## config.mk

```make
export PLATFORM = sky130hd
export DESIGN_NAME = sha1_arbiter
export DESIGN_NICKNAME = d
export VERILOG_FILES = /design/src/rtl/sha1_arbiter_pkg.sv /design/src/rtl/sha1_arbiter_rr_arbiter.sv /design/src/rtl/sha1_arbiter.sv
export SDC_FILE = /design/constraint.sdc
export NUM_CORES = 1
export LEC_CHECK = 0
export ABC_AREA = 1
export BUFFER_PORTS_ARGS = -buffer_cell sky130_fd_sc_hd__buf_2
export CAP_MARGIN = 25
export CELL_PAD_IN_SITES_DETAIL_PLACEMENT = 0
export CELL_PAD_IN_SITES_GLOBAL_PLACEMENT = 1
export CORE_AREA = 8 8 737 739
export DETAILED_ROUTE_END_ITERATION = 8
export DIE_AREA = 0 0 745 747
export PLACE_DENSITY_LB_ADDON = 0.1
export SLEW_MARGIN = 5
export SYNTH_ARGS = -nofsm -noshare
export SYNTH_HDL_FRONTEND = slang
export SYNTH_SLANG_ARGS = --single-unit
export TNS_END_PERCENT = 20
```

## constraint.sdc

```tcl
create_clock -name wb_clk_i -period 1.6 [get_ports wb_clk_i]
set_input_delay 0.32 -clock wb_clk_i [delete_from_list [all_inputs] [get_ports wb_clk_i]]
set_output_delay 0.32 -clock wb_clk_i [all_outputs]
set_load 0.005 [all_outputs]
```

## src/rtl/sha1_arbiter_pkg.sv

```systemverilog
// Shared types and widths for the sha1 arbiter/sequencer and its round-robin grant logic.
// Covers the sequencer states, block/digest/round-index widths and pointer arithmetic.
package sha1_arbiter_pkg;

    localparam int BLOCK_W   = 512;
    localparam int DIGEST_W  = 160;
    localparam int IDX_W     = 7;
    localparam int REQ_IDX_W = 2;
    localparam int MAX_REQ   = 4;

    typedef enum logic [1:0] {
        ST_IDLE = 2'd0,
        ST_LOAD = 2'd1,
        ST_RUN  = 2'd2,
        ST_RESP = 2'd3
    } arb_state_e;

    // Next round-robin position: one past the last grantee, wrapping at n.
    function automatic logic [REQ_IDX_W-1:0] rr_next(input logic [REQ_IDX_W-1:0] idx,
                                                     input int n);
        if (idx == REQ_IDX_W'(n - 1)) begin
            rr_next = '0;
        end else begin
            rr_next = idx + REQ_IDX_W'(1);
        end
    endfunction

endpackage

```

## src/rtl/sha1_arbiter_rr_arbiter.sv

```systemverilog
// Combinational round-robin grant: picks the first valid requester at or after ptr_i,
// wrapping around. Purely combinational so any shared engine can add its own state.
module rr_arbiter
    import sha1_arbiter_pkg::*;
#(
    parameter int NUM_REQ = 2
) (
    input  logic [NUM_REQ-1:0]   valid_i,
    input  logic [REQ_IDX_W-1:0] ptr_i,
    output logic [NUM_REQ-1:0]   grant_o,
    output logic [REQ_IDX_W-1:0] grant_idx_o,
    output logic                 any_o
);

    always_comb begin
        grant_o     = '0;
        grant_idx_o = '0;
        any_o       = 1'b0;
        // First pass covers ptr..NUM_REQ-1, second pass wraps to 0..ptr-1.
        for (int i = 0; i < NUM_REQ; i++) begin
            if (!any_o && valid_i[i] && (i >= int'(ptr_i))) begin
                any_o       = 1'b1;
                grant_o[i]  = 1'b1;
                grant_idx_o = REQ_IDX_W'(i);
            end
        end
        for (int i = 0; i < NUM_REQ; i++) begin
            if (!any_o && valid_i[i]) begin
                any_o       = 1'b1;
                grant_o[i]  = 1'b1;
                grant_idx_o = REQ_IDX_W'(i);
            end
        end
    end

endmodule

```

## src/rtl/sha1_arbiter.sv

```systemverilog
// Shares one sha1 core between NUM_REQ requesters: grants a block round-robin, resets and
// runs the core, and returns the digest (or a timeout error) to the requester that won.
module sha1_arbiter
    import sha1_arbiter_pkg::*;
#(
    parameter int NUM_REQ        = 2,
    parameter int TIMEOUT_CYCLES = 255
) (
    input  logic                         wb_clk_i,
    input  logic                         reset,
    input  logic [NUM_REQ-1:0]           req_valid,
    output logic [NUM_REQ-1:0]           req_ready,
    input  logic [NUM_REQ*BLOCK_W-1:0]   req_msg,
    output logic [NUM_REQ-1:0]           rsp_valid,
    input  logic [NUM_REQ-1:0]           rsp_ready,
    output logic [DIGEST_W-1:0]          rsp_digest,
    output logic                         rsp_error,
    output logic                         core_reset,
    output logic                         core_on,
    output logic [BLOCK_W-1:0]           core_msg,
    input  logic [DIGEST_W-1:0]          core_digest,
    input  logic                         core_finish,
    input  logic [IDX_W-1:0]             core_idx,
    output logic                         busy,
    output logic [REQ_IDX_W-1:0]         owner,
    output logic [IDX_W-1:0]             loop_idx
);

    localparam int              TO_W    = $clog2(TIMEOUT_CYCLES + 1);
    localparam logic [TO_W-1:0] TO_LAST = TO_W'(TIMEOUT_CYCLES - 1);

    arb_state_e             state_q, state_d;
    logic [REQ_IDX_W-1:0]   owner_q, owner_d;
    logic [REQ_IDX_W-1:0]   ptr_q, ptr_d;
    logic [BLOCK_W-1:0]     msg_q, msg_d;
    logic [DIGEST_W-1:0]    digest_q, digest_d;
    logic                   error_q, error_d;
    logic [TO_W-1:0]        cnt_q, cnt_d;
    logic                   busy_q;

    logic [NUM_REQ-1:0]     grant;
    logic [REQ_IDX_W-1:0]   grant_idx;
    logic                   grant_any;
    logic [BLOCK_W-1:0]     msg_sel;
    logic [NUM_REQ-1:0]     owner_oh;
    logic                   rsp_hs;

    rr_arbiter #(
        .NUM_REQ (NUM_REQ)
    ) u_rr (
        .valid_i     (req_valid),
        .ptr_i       (ptr_q),
        .grant_o     (grant),
        .grant_idx_o (grant_idx),
        .any_o       (grant_any)
    );

    always_comb begin
        msg_sel = '0;
        for (int i = 0; i < NUM_REQ; i++) begin
            if (grant[i]) begin
                msg_sel = req_msg[i*BLOCK_W +: BLOCK_W];
            end
        end
    end

    always_comb begin
        owner_oh = '0;
        for (int i = 0; i < NUM_REQ; i++) begin
            owner_oh[i] = (owner_q == REQ_IDX_W'(i));
        end
    end

    // Non-owner rsp_ready bits are masked out here.
    assign rsp_hs = |(owner_oh & rsp_ready);

    always_comb begin
        state_d    = state_q;
        owner_d    = owner_q;
        ptr_d      = ptr_q;
        msg_d      = msg_q;
        digest_d   = digest_q;
        error_d    = error_q;
        cnt_d      = cnt_q;
        req_ready  = '0;
        rsp_valid  = '0;
        core_reset = 1'b1;
        core_on    = 1'b0;

        unique case (state_q)
            ST_IDLE: begin
                if (!reset) begin
                    req_ready = grant;
                end
                if (grant_any) begin
                    msg_d   = msg_sel;
                    owner_d = grant_idx;
                    ptr_d   = rr_next(grant_idx, NUM_REQ);
                    state_d = ST_LOAD;
                end
            end
            ST_LOAD: begin
                cnt_d   = '0;
                state_d = ST_RUN;
            end
            ST_RUN: begin
                core_reset = 1'b0;
                core_on    = 1'b1;
                // A finish on the last allowed cycle still counts as success.
                if (core_finish) begin
                    digest_d = core_digest;
                    error_d  = 1'b0;
                    state_d  = ST_RESP;
                end else if (cnt_q == TO_LAST) begin
                    digest_d = '0;
                    error_d  = 1'b1;
                    state_d  = ST_RESP;
                end else begin
                    cnt_d = cnt_q + TO_W'(1);
                end
            end
            ST_RESP: begin
                rsp_valid = owner_oh;
                if (rsp_hs) begin
                    state_d = ST_IDLE;
                end
            end
            default: begin
                state_d = ST_IDLE;
            end
        endcase

        // Reset takes effect on the core pins immediately, ahead of the synchronous state reset.
        if (reset) begin
            core_reset = 1'b1;
            core_on    = 1'b0;
            rsp_valid  = '0;
        end
    end

    always_ff @(posedge wb_clk_i) begin
        if (reset) begin
            state_q  <= ST_IDLE;
            owner_q  <= '0;
            ptr_q    <= '0;
            msg_q    <= '0;
            digest_q <= '0;
            error_q  <= 1'b0;
            cnt_q    <= '0;
            busy_q   <= 1'b0;
        end else begin
            state_q  <= state_d;
            owner_q  <= owner_d;
            ptr_q    <= ptr_d;
            msg_q    <= msg_d;
            digest_q <= digest_d;
            error_q  <= error_d;
            cnt_q    <= cnt_d;
            busy_q   <= (state_d != ST_IDLE);
        end
    end

    assign core_msg   = msg_q;
    assign rsp_digest = digest_q;
    assign rsp_error  = error_q;
    assign owner      = owner_q;
    assign busy       = busy_q;
    assign loop_idx   = core_idx;

endmodule

```

==> metrics <==
status=complete, but fails checks; failing checks=setup timing; pre-CTS WS=-0.634 ns; flop2flop setup slack=-0.40 ns; Syn Nets=about 5300; final core occ=about an eighth; Primary FF master, synth=dfxtp_1; chip height=between 700 and 800 um; Rows=approximately 270; Post-synth EDFFs=0; drc violations=0; hold wc startpoint=reset; final worst-path setup slack=-0.737 ns; Die Wd=between 700 and 800 um; CP Launch Type=register; fin crit period=2.34 ns; Seq/Total Area, Yosys=48.2%; Sequential Area=13900 um2; CTS buffer count=120; Tightest Pin Transition=between 0.5 and 0.6 ns; layout cell share with drive strength beyond 1=39.8%; Total GRT Usage=13.2%; drt first pass iters=5; # H-tree levels=3; Hold Crit Class=input port to register; drt initial violations=2131; post-synth top area share=slightly below 50%; pwr/cell area=about 1000 nW/um2; Total Routed Length=393000 um; synthesized area per cell=roughly 7.0 um2; Final TNS setup=-197.42 ns; Worst Hold End=rsp_digest[58]; largest net degree at the start of global routing=94; CTS root buf=clkbuf_16; Worst-path clk slew=about 0.06 ns; Post-synth ARST share=0%; DR WL/cell=between 20 and 30 um; Pleak=between 30 and 40 nW; area of the multi-input gates=~15000 um2; RR Startpoint=state_q[1]; distinct cell type count of the synthesized netlist=25; final RePlAce weighted congestion=0.842; WS Path Type=register to output pin; Core Region=~530000 um2; Hold Fails Final Rpt=0; Critical Path AT=approximately 2.0 ns; Non-Filler Instances=14600; CTS tree=yes; Worst-Skew Late Latency=around 0.91 ns; Max Freq=428 MHz; Crit path required time=between 1 and 1.5 ns; R2R depth=12; Placed Cells=12900; nets=~8600; crit-path max FO=2; Yosys warning total=0; peak supply drop=0.821 mV; # Max-Cap Violations=0; io pins=approximately 1900; Mapped Cells=a little over 4000; initial antenna violation count=250; vias in the first global route=44700; clock sinks=a little under 700; DR vias=approximately 43000; Pins Over Slew Limit=0; RSZ-0062 raised after global routing=true; Relative slew margins=between 60% and 70%; Post-DRT Antenna Nets=0; hpwl dp=324000 um; first-pass GRT wire length=487000 um; top cells by area, synth=dfxtp_1 48%, nand2_1 23%, a31oi_1 7.5%; IO buf count=1871; Via density=2.92; P&R area growth vs syn=149%; setup violators final=~1300; Hold Crit Depth=4; clock buffer depth=4; # fillers=~61000; fin crit share=146%; Worst setup EP type=output pin; Starting Density=under 10%; area of the die=roughly 560000 um2; post-synthesis cell area=28500 um2; RR Endpoint=core_msg[35]; Yosys top cell by area=dfxtp_1; FF+latch count, synth=between 600 and 700; grt total ovfl=0; Clock Skews=0.0867 ns
[worst max-delay path, stage by stage, from the launching register on]
cell and delay [ns]:
dfxtp_2 0.32, buf_4 0.13, nand2_4 0.06, nand2_4 0.06, buf_4 0.14, nor3_4 0.21, buf_6 0.13, buf_6 0.11
[how the worst max path moves through the flow]
stage	to	cells past startpoint	slack [ns]	start
4_1_cts	core_reset	9	-0.98	state_q[1]
5_1_grt	req_ready[0]	6	-0.91	state_q[1]
2_1_floorplan	rsp_digest[79]	11	0.03	cnt_q[0]
6_report	req_ready[0]	7	-0.74	ptr_q[0]
3_3_place_gp	core_msg[11]	8	-0.65	state_q[1]
3_5_place_dp	core_msg[11]	8	-0.63	state_q[1]
[logic make-up (layout without fill, tap and decap cells)]
logic type,Yosys count,in the layout,share of synthesized area [%]
fa+ha+maj,2,2,0.0879
flops,686,686,48.2
xor+xnor,1,1,0.0308
simple gates,2080,2080,28.8
compound gates,698,698,13.8
other cells,1,104,0.0132
buf+inv,598,4004,9.06
[cells in the mapped netlist (2+ instances only)]
cell type / n
nand2_1: 1778
dfxtp_1: 686
a31oi_1: 340
inv_1: 278
nand3_1: 273
a21oi_1: 260
buf_2: 124
clkbuf_1: 116
o21ai_0: 95
buf_4: 48
buf_1: 29
nor2_1: 15
nor3_1: 6
inv_2: 3
nor2_4: 3
ha_1: 2
nor2_2: 2
[cell usage in the layout (no fill, tap or decap), drive strengths merged, types with 103 or more instances in the layout]
cell type and n:
nand3 273, diode 103, a31oi 340, dlygate4sd3 1179
buf 2301, dfxtp 686, inv 283, a21oi 260
nand2 1778, clkbuf 212
[flip-flops by register name, summed over array words and instances, names as in the netlist]
signal,count
rsp_digest,160
state_q,2
busy,1
cnt_q,8
core_msg,512
ptr_q,1
rsp_error,1
owner,1
[where the power goes]
part,switching [mW],leakage (nW),total (mW),internal (mW)
logic,13.5,23.6,24.2,10.7
clock network,11.2,1.89,27.1,15.8
registers,1.33,5.66,20.4,19.1
[through the flow]
| stage | total power, mW | hold slack (ns) | instance area [um2] |
|---|---|---|---|
| floorplan | 25.9 | 0.456 | 28500 |
| global placement | 37.8 | 0.449 | 48300 |
| detailed placement | 37.7 | 0.449 | 48300 |
| CTS | 72.3 | 0.000595 | 67400 |
| global route | 76.0 | 0.0563 | 70900 |
| finish | 71.7 | 0.0960 | 71000 |
[cell type report]
cell class | count | area share [%]
well taps | 7020 | 12.4
inverters | 281 | 1.49
clock inverters | 30 | 0.534
diodes | 103 | 0.363
multi-input cells | 2782 | 20.6
repair buffers | 3513 | 40.2
clock buffers | 180 | 4.91
flip-flops and latches | 686 | 19.5
[metal layers]
metal | GRT usage [%] | share of wire [%]
met3 | 5.97 | 11
met4 | 2.24 | 2.0
met1 | 16.0 | 42
met2 | 21.7 | 45
met5 | 0 | 0.16
[what timing repair did]
item                       in CTS  in global routing
resized for setup             432                648
buffers inserted               83                 66
cloned                         40                 37
setup endpoints to repair    1363               1356
hold endpoints to repair      673                  0
pin swaps                      19                177
hold buffers                 1180                  0
Power figures use the tool's default switching activity.
